**config.mk**
```make
export PLATFORM = sky130hd
export DESIGN_NAME = breath_sequencer
export DESIGN_NICKNAME = d
export VERILOG_FILES = /design/src/rtl/breath_sequencer_pkg.sv /design/src/rtl/breath_sequencer_pwm_gen.sv /design/src/rtl/breath_sequencer.sv
export SDC_FILE = /design/constraint.sdc
export NUM_CORES = 1
export LEC_CHECK = 0
export ABC_AREA = 1
export CORE_ASPECT_RATIO = 1.2
export CORE_MARGIN = 4
export CORE_UTILIZATION = 41
export DETAILED_ROUTE_END_ITERATION = 6
export GPL_TIMING_DRIVEN = 1
export HOLD_SLACK_MARGIN = 0.05
export PLACE_DENSITY_LB_ADDON = 0.12
export SYNTH_ARGS = -nofsm -noshare
export SYNTH_HDL_FRONTEND = slang
export SYNTH_SLANG_ARGS = --single-unit
```
**constraint.sdc**
```tcl
create_clock -name clk_div_i -period 4 [get_ports clk_div_i]
set_input_delay 0.6 -clock clk_div_i [delete_from_list [all_inputs] [get_ports clk_div_i]]
set_output_delay 0.6 -clock clk_div_i [all_outputs]
set_load 0.005 [all_outputs]
```
**src/rtl/breath_sequencer_pkg.sv**
```systemverilog
// Shared definitions for the breathing-light sequencer: state encoding,
// palette size and the colour lookup used to drive the RGB pins.
package breath_sequencer_pkg;

  localparam int unsigned STATE_W    = 3;
  localparam int unsigned COLOR_W    = 3;
  localparam int unsigned RGB_W      = 3;
  localparam int unsigned NUM_COLORS = 6;

  typedef enum logic [STATE_W-1:0] {
    ST_IDLE  = 3'd0,
    ST_RISE  = 3'd1,
    ST_HOLD  = 3'd2,
    ST_FALL  = 3'd3,
    ST_GAP   = 3'd4,
    ST_SOLID = 3'd5
  } state_e;

  // Palette as {R,G,B}; indices beyond the palette map to dark.
  function automatic logic [RGB_W-1:0] color_lut(input logic [COLOR_W-1:0] idx);
    logic [RGB_W-1:0] rgb;
    case (idx)
      3'd0:    rgb = 3'b100;
      3'd1:    rgb = 3'b110;
      3'd2:    rgb = 3'b010;
      3'd3:    rgb = 3'b011;
      3'd4:    rgb = 3'b001;
      3'd5:    rgb = 3'b101;
      default: rgb = 3'b000;
    endcase
    return rgb;
  endfunction

  function automatic logic [COLOR_W-1:0] next_color(input logic [COLOR_W-1:0] idx);
    return (idx == COLOR_W'(NUM_COLORS - 1)) ? '0 : idx + COLOR_W'(1);
  endfunction

endpackage

```
**src/rtl/breath_sequencer_pwm_gen.sv**
```systemverilog
// Free-running PWM generator; the requested duty is only adopted at the
// counter wrap so every PWM period is a clean, unglitched period.
module breath_sequencer_pwm_gen #(
  parameter int unsigned PWM_BITS = 8
) (
  input  logic                clk_div_i,
  input  logic                rst_i,
  input  logic [PWM_BITS-1:0] duty_i,
  output logic                mask_c
);

  localparam logic [PWM_BITS-1:0] PWM_MAX = {PWM_BITS{1'b1}};

  logic [PWM_BITS-1:0] cnt_q, cnt_d;
  logic [PWM_BITS-1:0] applied_q, applied_d;

  always_comb begin
    cnt_d     = cnt_q + PWM_BITS'(1);
    applied_d = applied_q;
    if (cnt_q == PWM_MAX) begin
      applied_d = duty_i;
    end
  end

  always_ff @(posedge clk_div_i) begin
    if (rst_i) begin
      cnt_q     <= '0;
      applied_q <= '0;
    end else begin
      cnt_q     <= cnt_d;
      applied_q <= applied_d;
    end
  end

  // Full duty must stay lit on the MAX count too, hence the explicit term.
  assign mask_c = (applied_q == PWM_MAX) || (cnt_q < applied_q);

endmodule

```
**src/rtl/breath_sequencer.sv**
```systemverilog
// Breathing-light sequencer: ramps PWM duty through RISE/HOLD/FALL/GAP,
// steps the palette after each breath and drives the registered RGB pins.
module breath_sequencer
  import breath_sequencer_pkg::*;
#(
  parameter int unsigned PWM_BITS   = 8,
  parameter int unsigned STEP_TICKS = 122549,
  parameter int unsigned HOLD_STEPS = 64,
  parameter int unsigned GAP_STEPS  = 64
) (
  input  logic                clk_div_i,
  input  logic                rst_i,
  input  logic                en_i,
  input  logic                solid_i,
  output logic [RGB_W-1:0]    rgb4_o,
  output logic [PWM_BITS-1:0] duty_o,
  output logic [COLOR_W-1:0]  color_idx_o,
  output logic [STATE_W-1:0]  state_o,
  output logic                cycle_done_o
);

  localparam int unsigned STEP_W    = (STEP_TICKS > 1) ? $clog2(STEP_TICKS) : 1;
  localparam int unsigned DWELL_MAX = (HOLD_STEPS > GAP_STEPS) ? HOLD_STEPS : GAP_STEPS;
  localparam int unsigned DWELL_W   = (DWELL_MAX > 1) ? $clog2(DWELL_MAX + 1) : 1;
  localparam logic [PWM_BITS-1:0] DUTY_MAX = {PWM_BITS{1'b1}};

  state_e               state_q, state_d;
  logic [PWM_BITS-1:0]  duty_q, duty_d;
  logic [COLOR_W-1:0]   color_q, color_d;
  logic [STEP_W-1:0]    step_q, step_d;
  logic [DWELL_W-1:0]   dwell_q, dwell_d;
  logic                 done_q, done_d;
  logic [RGB_W-1:0]     rgb_q, rgb_d;

  logic                 step_tick_c;
  logic                 gap_exit_c;
  logic                 mask_c;
  logic [PWM_BITS-1:0]  duty_inc_c, duty_dec_c;
  logic [DWELL_W-1:0]   dwell_inc_c;

  assign step_tick_c = (step_q == STEP_W'(STEP_TICKS - 1));
  assign duty_inc_c  = duty_q + PWM_BITS'(1);
  assign duty_dec_c  = duty_q - PWM_BITS'(1);
  assign dwell_inc_c = dwell_q + DWELL_W'(1);

  breath_sequencer_pwm_gen #(
    .PWM_BITS(PWM_BITS)
  ) u_pwm_gen (
    .clk_div_i(clk_div_i),
    .rst_i    (rst_i),
    .duty_i   (duty_q),
    .mask_c   (mask_c)
  );

  // Next-state, schedule counters, palette and output drive.
  always_comb begin
    state_d    = state_q;
    duty_d     = duty_q;
    color_d    = color_q;
    dwell_d    = dwell_q;
    done_d     = 1'b0;
    gap_exit_c = 1'b0;
    step_d     = step_tick_c ? '0 : step_q + STEP_W'(1);

    case (state_q)
      ST_IDLE: begin
        duty_d  = '0;
        color_d = '0;
        dwell_d = '0;
        step_d  = '0;
        if (en_i) begin
          if (solid_i) begin
            state_d = ST_SOLID;
            duty_d  = DUTY_MAX;
          end else begin
            state_d = ST_RISE;
          end
        end
      end
      ST_RISE: begin
        if (step_tick_c) begin
          duty_d = duty_inc_c;
          if (duty_inc_c == DUTY_MAX) begin
            state_d = (HOLD_STEPS == 0) ? ST_FALL : ST_HOLD;
          end
        end
      end
      ST_HOLD: begin
        if (step_tick_c) begin
          dwell_d = dwell_inc_c;
          if (dwell_inc_c == DWELL_W'(HOLD_STEPS)) begin
            state_d = ST_FALL;
            dwell_d = '0;
          end
        end
      end
      ST_FALL: begin
        if (step_tick_c) begin
          duty_d = duty_dec_c;
          if (duty_dec_c == '0) begin
            if (GAP_STEPS == 0) begin
              gap_exit_c = 1'b1;
            end else begin
              state_d = ST_GAP;
            end
          end
        end
      end
      ST_GAP: begin
        if (step_tick_c) begin
          dwell_d = dwell_inc_c;
          if (dwell_inc_c == DWELL_W'(GAP_STEPS)) begin
            gap_exit_c = 1'b1;
          end
        end
      end
      ST_SOLID: begin
        duty_d = DUTY_MAX;
        if (!solid_i) begin
          state_d = ST_FALL;
        end
      end
      default: begin
        state_d = ST_IDLE;
      end
    endcase

    // solid_i is only honoured here, so a breath always completes unchanged.
    if (gap_exit_c) begin
      done_d  = 1'b1;
      color_d = next_color(color_q);
      dwell_d = '0;
      if (solid_i) begin
        state_d = ST_SOLID;
        duty_d  = DUTY_MAX;
      end else begin
        state_d = ST_RISE;
      end
    end

    // Disable aborts immediately with no fade-out.
    if (!en_i) begin
      state_d = ST_IDLE;
      duty_d  = '0;
      color_d = '0;
      dwell_d = '0;
      done_d  = 1'b0;
    end

    if (state_d != state_q) begin
      step_d = '0;
    end

    rgb_d = (state_q == ST_IDLE) ? '0 : (color_lut(color_q) & {RGB_W{mask_c}});
  end

  always_ff @(posedge clk_div_i) begin
    if (rst_i) begin
      state_q <= ST_IDLE;
      duty_q  <= '0;
      color_q <= '0;
      step_q  <= '0;
      dwell_q <= '0;
      done_q  <= 1'b0;
      rgb_q   <= '0;
    end else begin
      state_q <= state_d;
      duty_q  <= duty_d;
      color_q <= color_d;
      step_q  <= step_d;
      dwell_q <= dwell_d;
      done_q  <= done_d;
      rgb_q   <= rgb_d;
    end
  end

  assign rgb4_o       = rgb_q;
  assign duty_o       = duty_q;
  assign color_idx_o  = color_q;
  assign state_o      = state_q;
  assign cycle_done_o = done_q;

endmodule

```
==> results.md <==
* Outcome: finished, final reports clean
* PortBufs at 21
* Reg2reg start: duty_o[0]
* Worst EP arrival at 2.95 ns
* Max Cap Viol at 0
* Synth Instances at 495
* Share of Yosys cell area claimed by the top area cell type at 0.329
* Core area at 8240 um2
* Clock Latency Late Sink at 0.33 ns
* First-pass DRT Iterations at 4
* Place WS at 1.29 ns
* Routability cong. at 0.872
* Period utilization at 0.673
* Fin Setup TNS at 0 ns
* Post-synth top cells: nand2_1 (92), inv_1 (60), dfxtp_1 (58)
* Initial antenna violation count at 0
* CP required at 4.26 ns
* Post-CTS Resized at 0
* Worst Tran Pin Value at 0.667 ns
* Pleak at 1.50 nW
* Max stage delay cell, worst path: dfxtp_1
* Via count at 3177
* CP max FO at 17
* Drt wl/cell at 12.8 um
* Syn_nets at 515
* Area of the multi-input gates at 2060 um2
* Clk pin slew, worst setup/hold paths at 0.07 ns
* Clock sink count at 58
* Design Power at 1.23 mW
* Post-route clock skew at 0.0115 ns
* Ranking of synthesized cells by area: dfxtp_1 (33%), nand2_1 (9.8%), inv_1 (6.4%), ha_1 (5.7%), nor2_1 (5.6%)
* RSZ-0062 raised after global routing: no
* ANT nets after route at 0
* Post-synth ARST share at 0
* Antenna diode count at 0
* Vias in the first global route at 3144
* DRT iter0 DRCs at 221
* Mapped Area at 3530 um2
* TritonCTS clock tree: yes
* CTS Root Cell: clkbuf_8
* Peak supply drop at 0.180 mV
* Fmax at 0.371 GHz
* Period minus WS final at 2.69 ns
* Type of origin of the critical path: register
* Die ar. at 10200 um2
* FF+latch area at 1160 um2
* Final hold slack at 0.448 ns
* Reg2Reg Setup Slack at 1.31 ns
* Die W at 92.7 um
* Syn Area/Cell at 7.14 um2
* P&R area growth vs syn at 13.7%
* GR Util All Layers at 0.173
* Initial core utilization at 0.429
* Number of CTS-inserted buffers at 9
* Synth Warn # at 0
* Die height at 110 um
* Setup CP Type: reg -> reg
* Synth cell types at 41
* GRT Residual Overflow at 0
* Hold-fix buffers, CTS at 0
* Placed Cells at 622
* Post-synth EDFFs at 0
* Hold Fails Final Rpt at 0
* Hold crit path type: reg -> reg
* Min-Delay Path Depth at 1
* H-tree Lvls at 3
* P per Cell Area at 307 nW/um2
* Commonest register cell after synthesis: dfxtp_1
* Worst path cell trace: inv_1 -> ha_1 -> nand2_1 -> nand2_1 -> nor2_1 -> nand3_1 -> nor2_1 -> nand3_2 -> nand2_1 -> nand3_2 -> nand3_1 -> nand2_2 -> nor2_4 -> nand3_4 -> nor2_1
* Via-per-instance ratio at 4.98
* Post-CTS setup buffers at 0
* Top-count cell post-synth: nand2_1
* Worst Setup End Kind: register
* Final Max Slew Viols at 0
* Largest net degree at the start of global routing at 18
* R2R depth at 15
* Post-synthesis register bit count at 58
* First-pass GRT wire length at 14.2 mm
* Critical R2R Capture: step_q[2]
* Fraction of layout cells with a size suffix above 1 at 0.116
* Filler cells at 830
* Final setup fails at 0
* Detailed Place HPWL at 6.03 mm
* Nets@finish at 539
* Post-Route WL at 8.16 mm
* Clock Tree Buf Depth at 2
* CP max stage delay at 0.57 ns
* Hold Startpoint: step_q[0]
* Worst Hold End: step_q[0]
* Area leader, netlist: dfxtp_1
* Fin cells at 638
* Sequential share of the synthesized area at 0.329
* # rows at 36
* PnR worst setup slack at 1.31 ns
* DR DRC count at 0
* Worst slew margin at 0.555
* IO Pins at 22
## layer usage
layer	wire, um	track usage	share of wire
met1	3660	0.204	0.45
met2	4100	0.315	0.50
met3	296	0.0322	0.036
met4	106	0.0607	0.013
met5	0	0	0
## layout by cell type, fill, tap and decap left out, types with 4 or more instances in the layout
cell / count
nand2_1: 92
inv_1: 60
dfxtp_1: 58
nor2_1: 53
a21oi_1: 34
nand3_1: 29
o21ai_0: 25
clkdlybuf4s50_1: 21
xor2_1: 16
ha_1: 16
nor2_4: 15
nor3_1: 13
nand4_1: 12
clkbuf_8: 10
inv_2: 9
nand2_2: 9
a31oi_1: 6
nand3_2: 4
o21ai_1: 4
a211oi_1: 4
## report_power, final
group / switching, mW / leakage [nW] / internal (mW)
sequential: 0.0175 / 0.469 / 0.586
clock: 0.253 / 0.0847 / 0.241
combinational: 0.0874 / 0.947 / 0.0466
## cell families (layout without fill, tap and decap cells)
logic type | after synthesis | count (layout) | share of synthesized area
XOR/XNOR | 19 | 19 | 0.0471
AO/OA/AOI/OAI | 86 | 86 | 0.136
flip-flops | 58 | 58 | 0.329
AND/OR/NAND/NOR | 238 | 238 | 0.342
adder cells (fa/ha/maj) | 16 | 16 | 0.0567
buffers and inverters | 78 | 107 | 0.0892
## area by class of cell
cell class | count | area share
clock buffer | 10 | 0.0343
timing repair buffer | 22 | 0.0542
inverter | 69 | 0.0645
sequential | 58 | 0.289
multi-input combinational | 359 | 0.512
clock inverter | 6 | 0.0103
tap | 114 | 0.0355
## registers in the layout, summed over array words and instances, names as in the netlist
name and count:
step_q 17, state_o 3, cycle_done_o 1, u_pwm_gen.applied_q 8
color_idx_o 3, u_pwm_gen.cnt_q 8, dwell_q 7, duty_o 8
rgb4_o 3
## critical path, delay by kind of cell (launching register included)
kind / cells / cell delay (ns)
fa+ha+maj: 1 / 0.25
buf+inv: 1 / 0.17
flops: 1 / 0.57
simple gates: 13 / 1.61
## stage by stage
| step | area, um2 | util |
|---|---|---|
| 4_1_cts | 4020 | 0.487 |
| 2_1_floorplan | 3530 | - |
| 3_3_place_gp | 3840 | 0.466 |
| 6_report | 4020 | 0.487 |
| 5_1_grt | 4020 | 0.487 |
| 3_5_place_dp | 3840 | 0.466 |
## worst max path at each step
stage	slack [ns]	cells past startpoint	from	end
3_3_place_gp	1.33	15	duty_o[0]	step_q[3]
2_1_floorplan	1.88	17	duty_o[0]	step_q[10]
6_report	1.31	15	duty_o[0]	step_q[2]
3_5_place_dp	1.29	15	duty_o[0]	step_q[2]
4_1_cts	1.27	15	duty_o[0]	step_q[2]
5_1_grt	1.04	15	duty_o[0]	step_q[2]
(Power assumes the default switching activity.)
==> variant, RTL diff (same settings) <==
`PWM_BITS` is set to 8 in 2 places; all go to 10.
--- a/src/rtl/breath_sequencer_pwm_gen.sv
+++ b/src/rtl/breath_sequencer_pwm_gen.sv
@@ -1,7 +1,7 @@
 // Free-running PWM generator; the requested duty is only adopted at the
 // counter wrap so every PWM period is a clean, unglitched period.
 module breath_sequencer_pwm_gen #(
-  parameter int unsigned PWM_BITS = 8
+  parameter int unsigned PWM_BITS = 10
 ) (
   input  logic                clk_div_i,
   input  logic                rst_i,
--- a/src/rtl/breath_sequencer.sv
+++ b/src/rtl/breath_sequencer.sv
@@ -3,7 +3,7 @@
 module breath_sequencer
   import breath_sequencer_pkg::*;
 #(
-  parameter int unsigned PWM_BITS   = 8,
+  parameter int unsigned PWM_BITS   = 10,
   parameter int unsigned STEP_TICKS = 122549,
   parameter int unsigned HOLD_STEPS = 64,
   parameter int unsigned GAP_STEPS  = 64
Interface: changed (resized duty_o); port bits go from 22 to 24. The function was not compared with the original's and may differ.
==> variant against the unedited design <==
Routed wire length is 25% higher; first-iteration DRC count rose by 4.1%; worst setup slack better by 0.10 ns; synthesized area rose by 14%; final area is 16% higher; highest routed layer unchanged; critical endpoint is now step_q[6]; power increased by 31%; sequential share of layout area is 1.4 points lower; sequential cell count increased by 6; clock skew shrank 0.0066 ns.
==> variant: results <==
export IMPL_port_buffers=23
export IMPL_cp_startpoint="duty_o[1]"
export IMPL_buffer_area_share_pct=5.10
export IMPL_clk_share_pct=6.39
export IMPL_fmax_ghz=0.386
export IMPL_synth_area_top_cells="dfxtp_1 (32%), nand2_1 (12%), inv_1 (8.5%)"
export IMPL_path_buf_inv=2
export IMPL_max_stage_delay_ns=0.55
export IMPL_synthXorXnorAreaFrac_pct=3.26
export IMPL_wl_per_cell_um=13.4
export IMPL_ff2ff_path_depth=16
export IMPL_irDropWorstVdd_uv=214
export IMPL_status="finished clean"
export IMPL_p_int_uw=1200
export IMPL_drt_iter0_markers=230
export IMPL_placed_area_um2=4360
export IMPL_via_per_inst=5.09
export IMPL_yosysUniqueCellTypes=46
export IMPL_synth_common_cells="nand2_1 (128), inv_1 (91), nor2_1 (81)"
export IMPL_vias=3880
export IMPL_dp_cells=747
export IMPL_synth_cells=611
export IMPL_dp_hpwl_um=7810
export IMPL_holdWs_ns=0.466
export IMPL_rrSetupSlack_ns=1.41
export IMPL_tightest_slew_ns=0.681
export IMPL_signal_buffers=24
export IMPL_grt_pass1_wl_um=17500
export IMPL_clk_pin_slew_ns=0.05
export IMPL_synth_fa_ha_area_share_pct=5.90
export IMPL_gp_congestion=0.915
export IMPL_pre_cts_slack_ns=1.41
export IMPL_synth_compound_area_share_pct=15.0
export IMPL_cp_endpoint="step_q[6]"
export IMPL_p_leak_uw=0.00183
export IMPL_numClockSinks=64
export IMPL_drive_above_1_share_pct=8.13
export IMPL_multiInputGateArea_um2=2340
export IMPL_fill_cells=1046
export IMPL_root_buffer="clkbuf_16"
export IMPL_areaGrowthSynthToFinish_pct=15.7
export IMPL_skew_ns=0.00487
export IMPL_grt_usage_pct=18.9
export IMPL_dr_pass1_iters=5
export IMPL_inverters=93
export IMPL_cp_arrival_ns=2.80
variant: cell types whose count changed after synthesis, sizes merged, moves of 3 or more:
| cell | unedited run | this run |
|---|---|---|
| o21ai | 30 | 40 |
| nand2 | 102 | 131 |
| nor2 | 72 | 101 |
| xor2 | 16 | 12 |
| dfxtp | 58 | 64 |
| nand3 | 34 | 41 |
| inv | 69 | 92 |
| a21oi | 34 | 38 |
| ha | 16 | 19 |
variant: metal layers:
| layer | global-route usage, % | share of wire, % |
|---|---|---|
| met1 | 21.9 | 43 |
| met2 | 33.5 | 50 |
| met3 | 4.00 | 3.5 |
| met4 | 8.47 | 2.9 |
| met5 | 0 | 0 |
variant: kinds of logic after synthesis:
family,after synthesis
AND/OR/NAND/NOR,304
AO/OA/AOI/OAI,105
buffers and inverters,104
flip-flops,64
adder cells (fa/ha/maj),19
XOR/XNOR,15
